### config.mk
export PLATFORM = sky130hd
export DESIGN_NAME = huff_share_ctrl
export DESIGN_NICKNAME = d
export VERILOG_FILES = /design/src/rtl/huff_pkg.sv /design/src/rtl/huff_rr_arb.sv /design/src/rtl/huff_share_ctrl.sv
export SDC_FILE = /design/constraint.sdc
export NUM_CORES = 1
export LEC_CHECK = 0
export ABC_AREA = 1
export CAP_MARGIN = 20
export CORE_MARGIN = 2
export CORE_UTILIZATION = 60
export DETAILED_ROUTE_END_ITERATION = 8
export DONT_BUFFER_PORTS = 1
export PLACE_DENSITY = 0.76
export REMOVE_ABC_BUFFERS = 1
export SETUP_SLACK_MARGIN = 0.1
export SYNTH_ARGS = -nofsm -noshare
export SYNTH_HDL_FRONTEND = slang
export SYNTH_SLANG_ARGS = --single-unit
### constraint.sdc
create_clock -name clock -period 2.6 [get_ports clock]
set_clock_uncertainty 0.2 [all_clocks]
set_input_delay 0.52 -clock clock [delete_from_list [all_inputs] [get_ports clock]]
set_output_delay 0.52 -clock clock [all_outputs]
set_load 0.02 [all_outputs]
### src/rtl/huff_pkg.sv
// Shared constants for the huff_share_ctrl slice: FSM encodings, map beat kinds,
// encoder flag patterns and the default symbol width.
package huff_pkg;

  // Default symbol width (BIT_WIDTH+1 for the stock encoder).
  localparam int SW = 8;

  // Controller states.
  localparam logic [2:0] ST_IDLE = 3'd0;
  localparam logic [2:0] ST_FEED = 3'd1;
  localparam logic [2:0] ST_WAIT = 3'd2;
  localparam logic [2:0] ST_LEN  = 3'd3;
  localparam logic [2:0] ST_CODE = 3'd4;
  localparam logic [2:0] ST_SYM  = 3'd5;
  localparam logic [2:0] ST_DONE = 3'd6;

  // map_kind values.
  localparam logic [1:0] KIND_LEN  = 2'b01;
  localparam logic [1:0] KIND_CODE = 2'b10;
  localparam logic [1:0] KIND_SYM  = 2'b11;

  // {data_recv, code_map_recv} patterns from the encoder.
  localparam logic [1:0] FLAGS_LEN = 2'b10;
  localparam logic [1:0] FLAGS_MAP = 2'b01;

endpackage

### src/rtl/huff_rr_arb.sv
// Round-robin priority pick: first asserted request at or above ptr, wrapping
// modulo NREQ. Purely combinational.
module huff_rr_arb #(
  parameter int NREQ = 2,
  parameter int OW   = 1
) (
  input  logic [NREQ-1:0] req,
  input  logic [OW-1:0]   ptr,
  output logic            gnt_valid,
  output logic [OW-1:0]   gnt_idx
);

  int j;

  // Walk NREQ slots starting at ptr; the first hit wins.
  always_comb begin
    gnt_valid = 1'b0;
    gnt_idx   = '0;
    j         = 0;
    for (int k = 0; k < NREQ; k++) begin
      j = int'(ptr) + k;
      if (j >= NREQ) j = j - NREQ;
      if (!gnt_valid && req[j]) begin
        gnt_valid = 1'b1;
        gnt_idx   = OW'(j);
      end
    end
  end

endmodule

### src/rtl/huff_share_ctrl.sv
// Shares one huff_encoder between NREQ requesters, one whole block at a time.
// Handshake: a requester symbol moves when req_valid[i] & req_ready[i] are both
// high at a clock edge; req_ready is only ever high for the owner during FEED.
// map_* beats are one-cycle pulses with no backpressure.
module huff_share_ctrl
  import huff_pkg::*;
#(
  parameter int NREQ       = 2,
  parameter int BIT_WIDTH  = SW - 1,
  parameter int NO_OF_DATA = 100,
  parameter int WDOG       = 4096,
  localparam int OW        = (NREQ > 1) ? $clog2(NREQ) : 1
) (
  input  logic                        clock,
  input  logic                        reset_n,
  input  logic [NREQ-1:0]             req_valid,
  input  logic [NREQ*(BIT_WIDTH+1)-1:0] req_data,
  output logic [NREQ-1:0]             req_ready,
  output logic [BIT_WIDTH:0]          enc_data_in,
  output logic                        enc_data_enable,
  input  logic [2*BIT_WIDTH+2:0]      enc_data_out,
  input  logic                        enc_data_recv,
  input  logic                        enc_code_map_recv,
  output logic                        map_valid,
  output logic [1:0]                  map_kind,
  output logic [2*BIT_WIDTH+2:0]      map_data,
  output logic [BIT_WIDTH+1:0]        map_index,
  output logic [OW-1:0]               owner,
  output logic                        busy,
  output logic                        blk_done,
  output logic                        wdog_err,
  output logic [2:0]                  state_dbg
);

  localparam int SYM_W = BIT_WIDTH + 1;
  localparam int CW    = SYM_W + 1;
  localparam int DW    = 2 * BIT_WIDTH + 3;
  localparam int WW    = $clog2(WDOG + 1);

  logic [2:0]    state_q, state_d;
  logic [OW-1:0] owner_q, owner_d;
  logic [OW-1:0] rr_q, rr_d;
  logic [CW-1:0] cnt_q, cnt_d;
  logic [CW-1:0] nsym_q, nsym_d;
  logic [CW-1:0] idx_q, idx_d;
  logic [WW-1:0] wdog_q, wdog_d;
  logic          map_valid_q, map_valid_d;
  logic [1:0]    map_kind_q, map_kind_d;
  logic [DW-1:0] map_data_q, map_data_d;
  logic [CW-1:0] map_index_q, map_index_d;
  logic          blk_done_q, blk_done_d;
  logic          wdog_err_q, wdog_err_d;

  logic             gnt_valid;
  logic [OW-1:0]    gnt_idx;
  logic             sel_valid;
  logic [SYM_W-1:0] sel_data;
  logic [1:0]       flags;

  assign flags = {enc_data_recv, enc_code_map_recv};

  huff_rr_arb #(.NREQ(NREQ), .OW(OW)) u_arb (
    .req       (req_valid),
    .ptr       (rr_q),
    .gnt_valid (gnt_valid),
    .gnt_idx   (gnt_idx)
  );

  // Route the owner's stream to the encoder while feeding.
  always_comb begin
    sel_valid       = 1'b0;
    sel_data        = '0;
    req_ready       = '0;
    enc_data_enable = 1'b0;
    enc_data_in     = '0;
    for (int i = 0; i < NREQ; i++) begin
      if (owner_q == OW'(i)) begin
        sel_valid = req_valid[i];
        sel_data  = req_data[i*SYM_W +: SYM_W];
        if (state_q == ST_FEED) req_ready[i] = 1'b1;
      end
    end
    if (state_q == ST_FEED) begin
      enc_data_enable = sel_valid;
      enc_data_in     = sel_data;
    end
  end

  // Grant, feed counting, code-map phase tracking and watchdog.
  always_comb begin
    state_d     = state_q;
    owner_d     = owner_q;
    rr_d        = rr_q;
    cnt_d       = cnt_q;
    nsym_d      = nsym_q;
    idx_d       = idx_q;
    wdog_d      = '0;
    map_valid_d = 1'b0;
    map_kind_d  = map_kind_q;
    map_data_d  = map_data_q;
    map_index_d = map_index_q;
    blk_done_d  = 1'b0;
    wdog_err_d  = 1'b0;
    case (state_q)
      ST_IDLE: begin
        if (gnt_valid) begin
          owner_d = gnt_idx;
          cnt_d   = '0;
          state_d = ST_FEED;
        end
      end
      ST_FEED: begin
        if (sel_valid) begin
          cnt_d = cnt_q + CW'(1);
          if (cnt_q == CW'(NO_OF_DATA - 1)) begin
            nsym_d  = '0;
            state_d = ST_WAIT;
          end
        end
      end
      ST_WAIT: begin
        if (flags == FLAGS_LEN) begin
          map_valid_d = 1'b1;
          map_kind_d  = KIND_LEN;
          map_data_d  = enc_data_out;
          map_index_d = '0;
          nsym_d      = CW'(1);
          state_d     = ST_LEN;
        end else if (wdog_q == WW'(WDOG - 1)) begin
          wdog_err_d = 1'b1;
          state_d    = ST_DONE;
        end else begin
          wdog_d = wdog_q + WW'(1);
        end
      end
      ST_LEN: begin
        if (flags == FLAGS_LEN) begin
          map_valid_d = 1'b1;
          map_kind_d  = KIND_LEN;
          map_data_d  = enc_data_out;
          map_index_d = nsym_q;
          nsym_d      = nsym_q + CW'(1);
        end else if (flags == FLAGS_MAP) begin
          // This cycle already carries code 0; a one-symbol map has no more codes.
          map_valid_d = 1'b1;
          map_kind_d  = KIND_CODE;
          map_data_d  = enc_data_out;
          map_index_d = '0;
          if (nsym_q == CW'(1)) begin
            idx_d   = '0;
            state_d = ST_SYM;
          end else begin
            idx_d   = CW'(1);
            state_d = ST_CODE;
          end
        end
      end
      ST_CODE: begin
        map_valid_d = 1'b1;
        map_kind_d  = KIND_CODE;
        map_data_d  = enc_data_out;
        map_index_d = idx_q;
        if (flags != FLAGS_MAP) wdog_err_d = 1'b1;
        if (idx_q == nsym_q - CW'(1)) begin
          idx_d   = '0;
          state_d = ST_SYM;
        end else begin
          idx_d = idx_q + CW'(1);
        end
      end
      ST_SYM: begin
        map_valid_d = 1'b1;
        map_kind_d  = KIND_SYM;
        map_data_d  = enc_data_out;
        map_index_d = idx_q;
        if (idx_q == nsym_q - CW'(1)) begin
          idx_d   = '0;
          state_d = ST_DONE;
        end else begin
          idx_d = idx_q + CW'(1);
        end
      end
      ST_DONE: begin
        blk_done_d = 1'b1;
        rr_d       = (owner_q == OW'(NREQ - 1)) ? '0 : owner_q + OW'(1);
        state_d    = ST_IDLE;
      end
      default: state_d = ST_IDLE;
    endcase
  end

  // State and output registers; reset abandons any block in flight.
  always_ff @(posedge clock or negedge reset_n) begin
    if (!reset_n) begin
      state_q     <= ST_IDLE;
      owner_q     <= '0;
      rr_q        <= '0;
      cnt_q       <= '0;
      nsym_q      <= '0;
      idx_q       <= '0;
      wdog_q      <= '0;
      map_valid_q <= 1'b0;
      map_kind_q  <= '0;
      map_data_q  <= '0;
      map_index_q <= '0;
      blk_done_q  <= 1'b0;
      wdog_err_q  <= 1'b0;
    end else begin
      state_q     <= state_d;
      owner_q     <= owner_d;
      rr_q        <= rr_d;
      cnt_q       <= cnt_d;
      nsym_q      <= nsym_d;
      idx_q       <= idx_d;
      wdog_q      <= wdog_d;
      map_valid_q <= map_valid_d;
      map_kind_q  <= map_kind_d;
      map_data_q  <= map_data_d;
      map_index_q <= map_index_d;
      blk_done_q  <= blk_done_d;
      wdog_err_q  <= wdog_err_d;
    end
  end

  assign map_valid = map_valid_q;
  assign map_kind  = map_kind_q;
  assign map_data  = map_data_q;
  assign map_index = map_index_q;
  assign owner     = owner_q;
  assign busy      = (state_q != ST_IDLE);
  assign blk_done  = blk_done_q;
  assign wdog_err  = wdog_err_q;
  assign state_dbg = state_q;

endmodule

=== Word-level counts from Yosys, hierarchy flattened ===
Cells that the tools add are included.

* Output and inout port bits: 47
* Bits of input ports: 39
* Flip-flop bits (word level): 76
* Logic and storage cells: 135

* Reduce and logical (&&, ||, !) cells: 17
* Order comparisons: 4
* Equality and inequality tests: 24
* $add $sub $neg: 9
* Mux-type cells: 68

{| class="wikitable"
|+ Operator list
! cell !! number
|-
| 9-bit two-way mux || 12
|-
| 32-bit by 3-bit less-than comparator with 1-bit output (second input constant) || 2
|-
| 32-bit two-way mux || 2
|-
| 9-bit one-hot mux with 3 select lines || 2
|-
| 17-bit two-way mux || 3
|-
| 17-bit one-hot mux with 3 select lines || 1
|-
| 13-bit two-way mux || 3
|-
| 9-bit one-hot mux with 2 select lines || 2
|-
| 32-bit by 3-bit greater-or-equal comparator with 1-bit output (second input constant) || 1
|-
| 32-bit by 3-bit subtractor with 32-bit output (second input constant) || 1
|-
| 9-bit by 1-bit adder with 9-bit output (second input constant) || 3
|-
| 3-bit two-way mux || 9
|-
| 1-bit two-way mux || 25
|-
| 3-bit one-hot mux with 6 select lines || 1
|-
| 8-bit two-way mux || 2
|-
| 2-bit != test (second input constant) || 8
|-
| 13-bit by 1-bit adder with 13-bit output (second input constant) || 1
|-
| 13-bit by 12-bit equality test with 1-bit output (second input constant) || 1
|-
| 3-bit AND reduction || 4
|-
| 3-bit equality test (second input constant) || 3
|-
| 9-bit by 1-bit equality test with 1-bit output (second input constant) || 1
|-
| 9-bit by 7-bit equality test with 1-bit output (second input constant) || 1
|-
| 9-bit equality test || 1
|-
| 3-bit nonzero test || 3
|-
| 24 further kinds || 30
|}

=== Longest topological paths before layout ===
* Word-level depth: 11
* Gate-level depth with buffers: 15
* Gate-level depth less buffers: 15

=== By module ===
Synthesis repeated with hierarchy kept, for this count alone.

* Cell total of the unflattened synthesis: 527
* Area, all modules: 4136.5 um^2

{| class="wikitable"
|+ Modules (own cells, without submodules)
! module !! times used !! area an instance (um^2) !! sequential area each (um^2) !! cells an instance
|-
| huff_share_ctrl || 1 || 4117.7 || 1901.8 || 523
|-
| huff_rr_arb || 1 || 18.8 || 0.0 || 4
|}

=== Worst setup path before layout ===
No wires, ideal clock.

* Path type: register -> output
* From: reg state_q[1], in the netlist state_dbg[1]
* To: out enc_data_in[0]
* Data required time: 1.880 ns
* Path buffers: 0
* Arrival: 1.663 ns
* Stages on the path, launching flop included: 7
* Path slack: 0.217 ns
* Cell sequence: dfrtp_1 -> inv_2 -> nand2_2 -> nor2_1 -> inv_1 -> nor2_2 -> a22o_1

* Cells in the longest elaborated chain, start to end: 2

{| class="wikitable"
|+ Ends and longest elaborated chain
! element !! RTL line !! source
|-
| from (decl) || huff_share_ctrl.sv:40 || <nowiki>logic [2:0] state_q, state_d;</nowiki>
|-
| from (signal assigned) || huff_share_ctrl.sv:209 || <nowiki>state_q <= state_d;</nowiki>
|-
| 3-bit by 1-bit equality test with 1-bit output || huff_share_ctrl.sv:83 || <nowiki>if (state_q == ST_FEED) begin</nowiki>
|-
| 8-bit two-way mux || huff_share_ctrl.sv:83 ||
|-
| to (decl) || huff_share_ctrl.sv:19 || <nowiki>output logic [BIT_WIDTH:0] enc_data_in,</nowiki>
|}

No other way between the ends.

=== Worst setup path in the final report ===
* From: reg owner_q, in the netlist owner
* To: out enc_data_enable

* Cells in the longest elaborated chain, start to end: 2

{| class="wikitable"
|+ Ends and longest elaborated chain
! element !! RTL line !! source
|-
| from (decl) || huff_share_ctrl.sv:41 || <nowiki>logic [OW-1:0] owner_q, owner_d;</nowiki>
|-
| from (signal assigned) || huff_share_ctrl.sv:210 || <nowiki>owner_q <= owner_d;</nowiki>
|-
| 1-bit two-way mux || huff_share_ctrl.sv:77 || <nowiki>if (owner_q == OW'(i)) begin</nowiki>
|-
| 1-bit two-way mux || huff_share_ctrl.sv:83 ||
|-
| to (decl) || huff_share_ctrl.sv:20 || <nowiki>output logic enc_data_enable,</nowiki>
|}

No other way between the ends.

==> flow_summary.toml <==
[synthesis]
synth_top_family_by_area = "simple AND/OR/NAND/NOR gates"
synth_area_sq_um = 4190
synth_area_leaders = "dfrtp_1 (45%), nand2_1 (13%), nor2_1 (5.0%)"
synth-simple-area-share = 0.3102
synth_top_cell_area_share = 0.4539
async_reset_ff_frac = 1.000
muxShareOfSynthArea = 0
syn_inst = 531
synth_edf_count = 0
synth_flop_cell = "dfrtp_1"
avgSynthCellArea_sq_um = 7.891
synth_seq_area_share = 0.4539
synth_compound_area_frac = 0.1066
ys_seq_elements = 76
synth-xor-area-share = 0.03553
synthDistinctLibCells = 40
synth_top_area_cell = "dfrtp_1"
ys_warn_count = 0
synth_fa_ha_area_frac = 0.02389

[critical_path]
critPathMaxFanout = 7
worstSetupPathType = "register to output port"
arrival_ns = 1.63
cp-end-kind = "output port"
critPathMaxStageDelay_ns = 0.61
worstPathCellList = "o21ai_0 > nor2_1"
required_ns = 1.88
cp_slowest_cell = "dfrtp_1"
reg2reg_depth = 12
start_kind = "register"

[placed_design]
place_congestion = 0.9343
pre_cts_slack_ns = 0.3609
dp_hpwl_um = 6837
dp_cells = 625
io_buffers = 0

[clock_tree]
clkLatencyLatePin_ns = 0.36
clk_path_buf_depth = 2
cts_num_sinks = 76
numCtsBuffers = 9
path_clk_slew_ns = 0.09
tritoncts = "built"
root_buffer = "clkbuf_8"
post_cts_buffers = 0
cts_max_level = 3

[run_status]
status = "finished, final reports clean"

[worst_hold_path]
hold_class = "input pin to register"
hold_path_depth = 2

[drt]
vias_per_cell = 5.519
drc = 0
vias = 3560
drt_first_pass_iters = 5
postRouteAntennaNets = 0
drtIter0Drc = 283
routed_wl_um = 9591
wl_per_cell_um = 14.87

[floorplan]
die_w_um = 87.57
ios = 86
die-area_sq_um = 7669
core_area_sq_um = 6794
fp.dieH_um = 87.57
num_rows = 30
start_util = 0.6168

[finish]
nNetsFinal = 591
register_area_sq_um = 1902
layout-drive-gt1-share = 0.1421
fin_util = 0.6796
final_common_cell = "nand2_1"
final_cell_mix = "nand2_1 (143), dfrtp_1 (76), nor2_1 (55), inv_1 (50), nand3_1 (34)"
layoutNonFillerInstCount = 645
areaGrowthSynthToFinish_pct = 10.18
antenna_cells = 0
multi_input_area_sq_um = 2033
fillers = 567

[power]
power_frac_clock = 0.449
swShare = 0.2332
p_sw_w = 0.0005447
p_comb_frac = 0.024
irDropWorstVdd_uv = 338.0
p_leak_nw = 2.184
power_density_nw_per_um2 = 505.9
power_frac_seq = 0.528
p_int_w = 0.001791

[global_routing]
track_usage = 0.2556
grt_start_max_net_pins = 77
antenna_found_initial = 0
grt_pass1_wl_um = 15290
grt_overflow_total = 0
grt_pass1_vias = 3312

[sta]
hold_viol = 0
finalMaxSlewViolations = 0
slew_headroom = 0.6541
setup_tns_ns = 0
setup-violations-final = 0
finalCritPeriodShare = 0.9042
max_freq_mhz = 425.4
rsz0062_at_grt = "no"
tightest_slew_ns = 0.5169
setup_slack_ns = 0.2492
finalCriticalPeriod_ns = 2.351

[job]
cap_viol_max_count = 0
## stage by stage
step	area, sq um	hold slack, ns	total power, W
after CTS	4594	0.05853	0.002349
final	4617	0.06911	0.002336
after global placement	4308	0.02693	0.001281
after detailed placement	4308	0.02633	0.001282
after floorplan	4143	0.02441	0.001274
after global routing	4617	0.05991	0.002409
## flip-flops by register name, indices dropped and copies added, names as in the netlist
name and flops:
wdog_q 13, map_index 9, wdog_err 1, owner 1, state_dbg 3, cnt_q 9, rr_q 1, map_kind 2
nsym_q 9, idx_q 9, map_valid 1, map_data 17, blk_done 1
## layer usage
metal	wire (um)	GRT usage	part of all wire
met2	4763	0.4194	0.50
met4	164	0.08531	0.017
met3	545	0.06032	0.057
met5	0	0	0
met1	4117	0.3360	0.43
## synthesized netlist by cell type (5+ instances only)
library cell	n
nand2_1	143
dfrtp_1	76
nor2_1	56
inv_1	51
nand3_1	34
a21oi_1	28
o21ai_0	21
xor2_1	15
inv_2	11
nor2_2	9
nor3_1	9
a22o_1	8
ha_1	8
nand2_2	8
nand4_1	8
nor2_4	8
o31ai_1	6
buf_2	5
## layout make-up
class / instances / share of cell area
Multi-Input combinational cell: 385 / 0.4404
Sequential cell: 76 / 0.4119
Inverter: 64 / 0.05312
Clock buffer: 10 / 0.02981
Tap cell: 96 / 0.02602
Clock inverter: 6 / 0.02087
Timing Repair Buffer: 8 / 0.01789
## power by group through the flow
stage	Clock, W	Combinational [W]	Sequential [W]
final	0.00105	0.0000559	0.00123
after detailed placement	0	0.0000271	0.00126
after floorplan	0	0.0000229	0.00125
after global routing	0.00111	0.0000659	0.00123
after CTS	0.00106	0.0000583	0.00123
after global placement	0	0.0000260	0.00125
## kinds of logic after synthesis
| family | Yosys count |
|---|---|
| AOI/OAI and AO/OA | 75 |
| xor gates and xnor gates | 17 |
| and+or+nand+nor | 283 |
| buffers and inverters | 72 |
| adders and majority gates | 8 |
| DFF | 76 |
## final timing paths
check                                           end  slack, ns                   from
hold / removal              map_data[0]$_DFFE_PN0P_       0.07        enc_data_out[0]
setup reg to reg           state_dbg[0]$_DFFE_PN0P_       0.30  nsym_q[0]$_DFFE_PN0P_
setup / recovery                    enc_data_enable       0.25      owner$_DFFE_PN0P_
hold reg to reg                 wdog_q[0]$_DFF_PN0_       0.27    wdog_q[0]$_DFF_PN0_
max in group asynchronous  state_dbg[1]$_DFFE_PN0P_       1.35                reset_n
min in group asynchronous     nsym_q[4]$_DFFE_PN0P_       0.53                reset_n
## critical path: cells and delay by family, from the launching register on
kind	cells	cell delay, ns
AND/OR/NAND/NOR	1	0.45
AO/OA/AOI/OAI	1	0.21
flip-flops	1	0.61
## what timing repair did
item	CTS	global route
pin swaps	0	2
setup endpoints to repair	9	11
gates cloned	0	2
hold buffers	2	0
gates resized for setup	6	5
endpoints found under the hold margin	76	0
No activity file was read; power rests on OpenSTA's default activity.
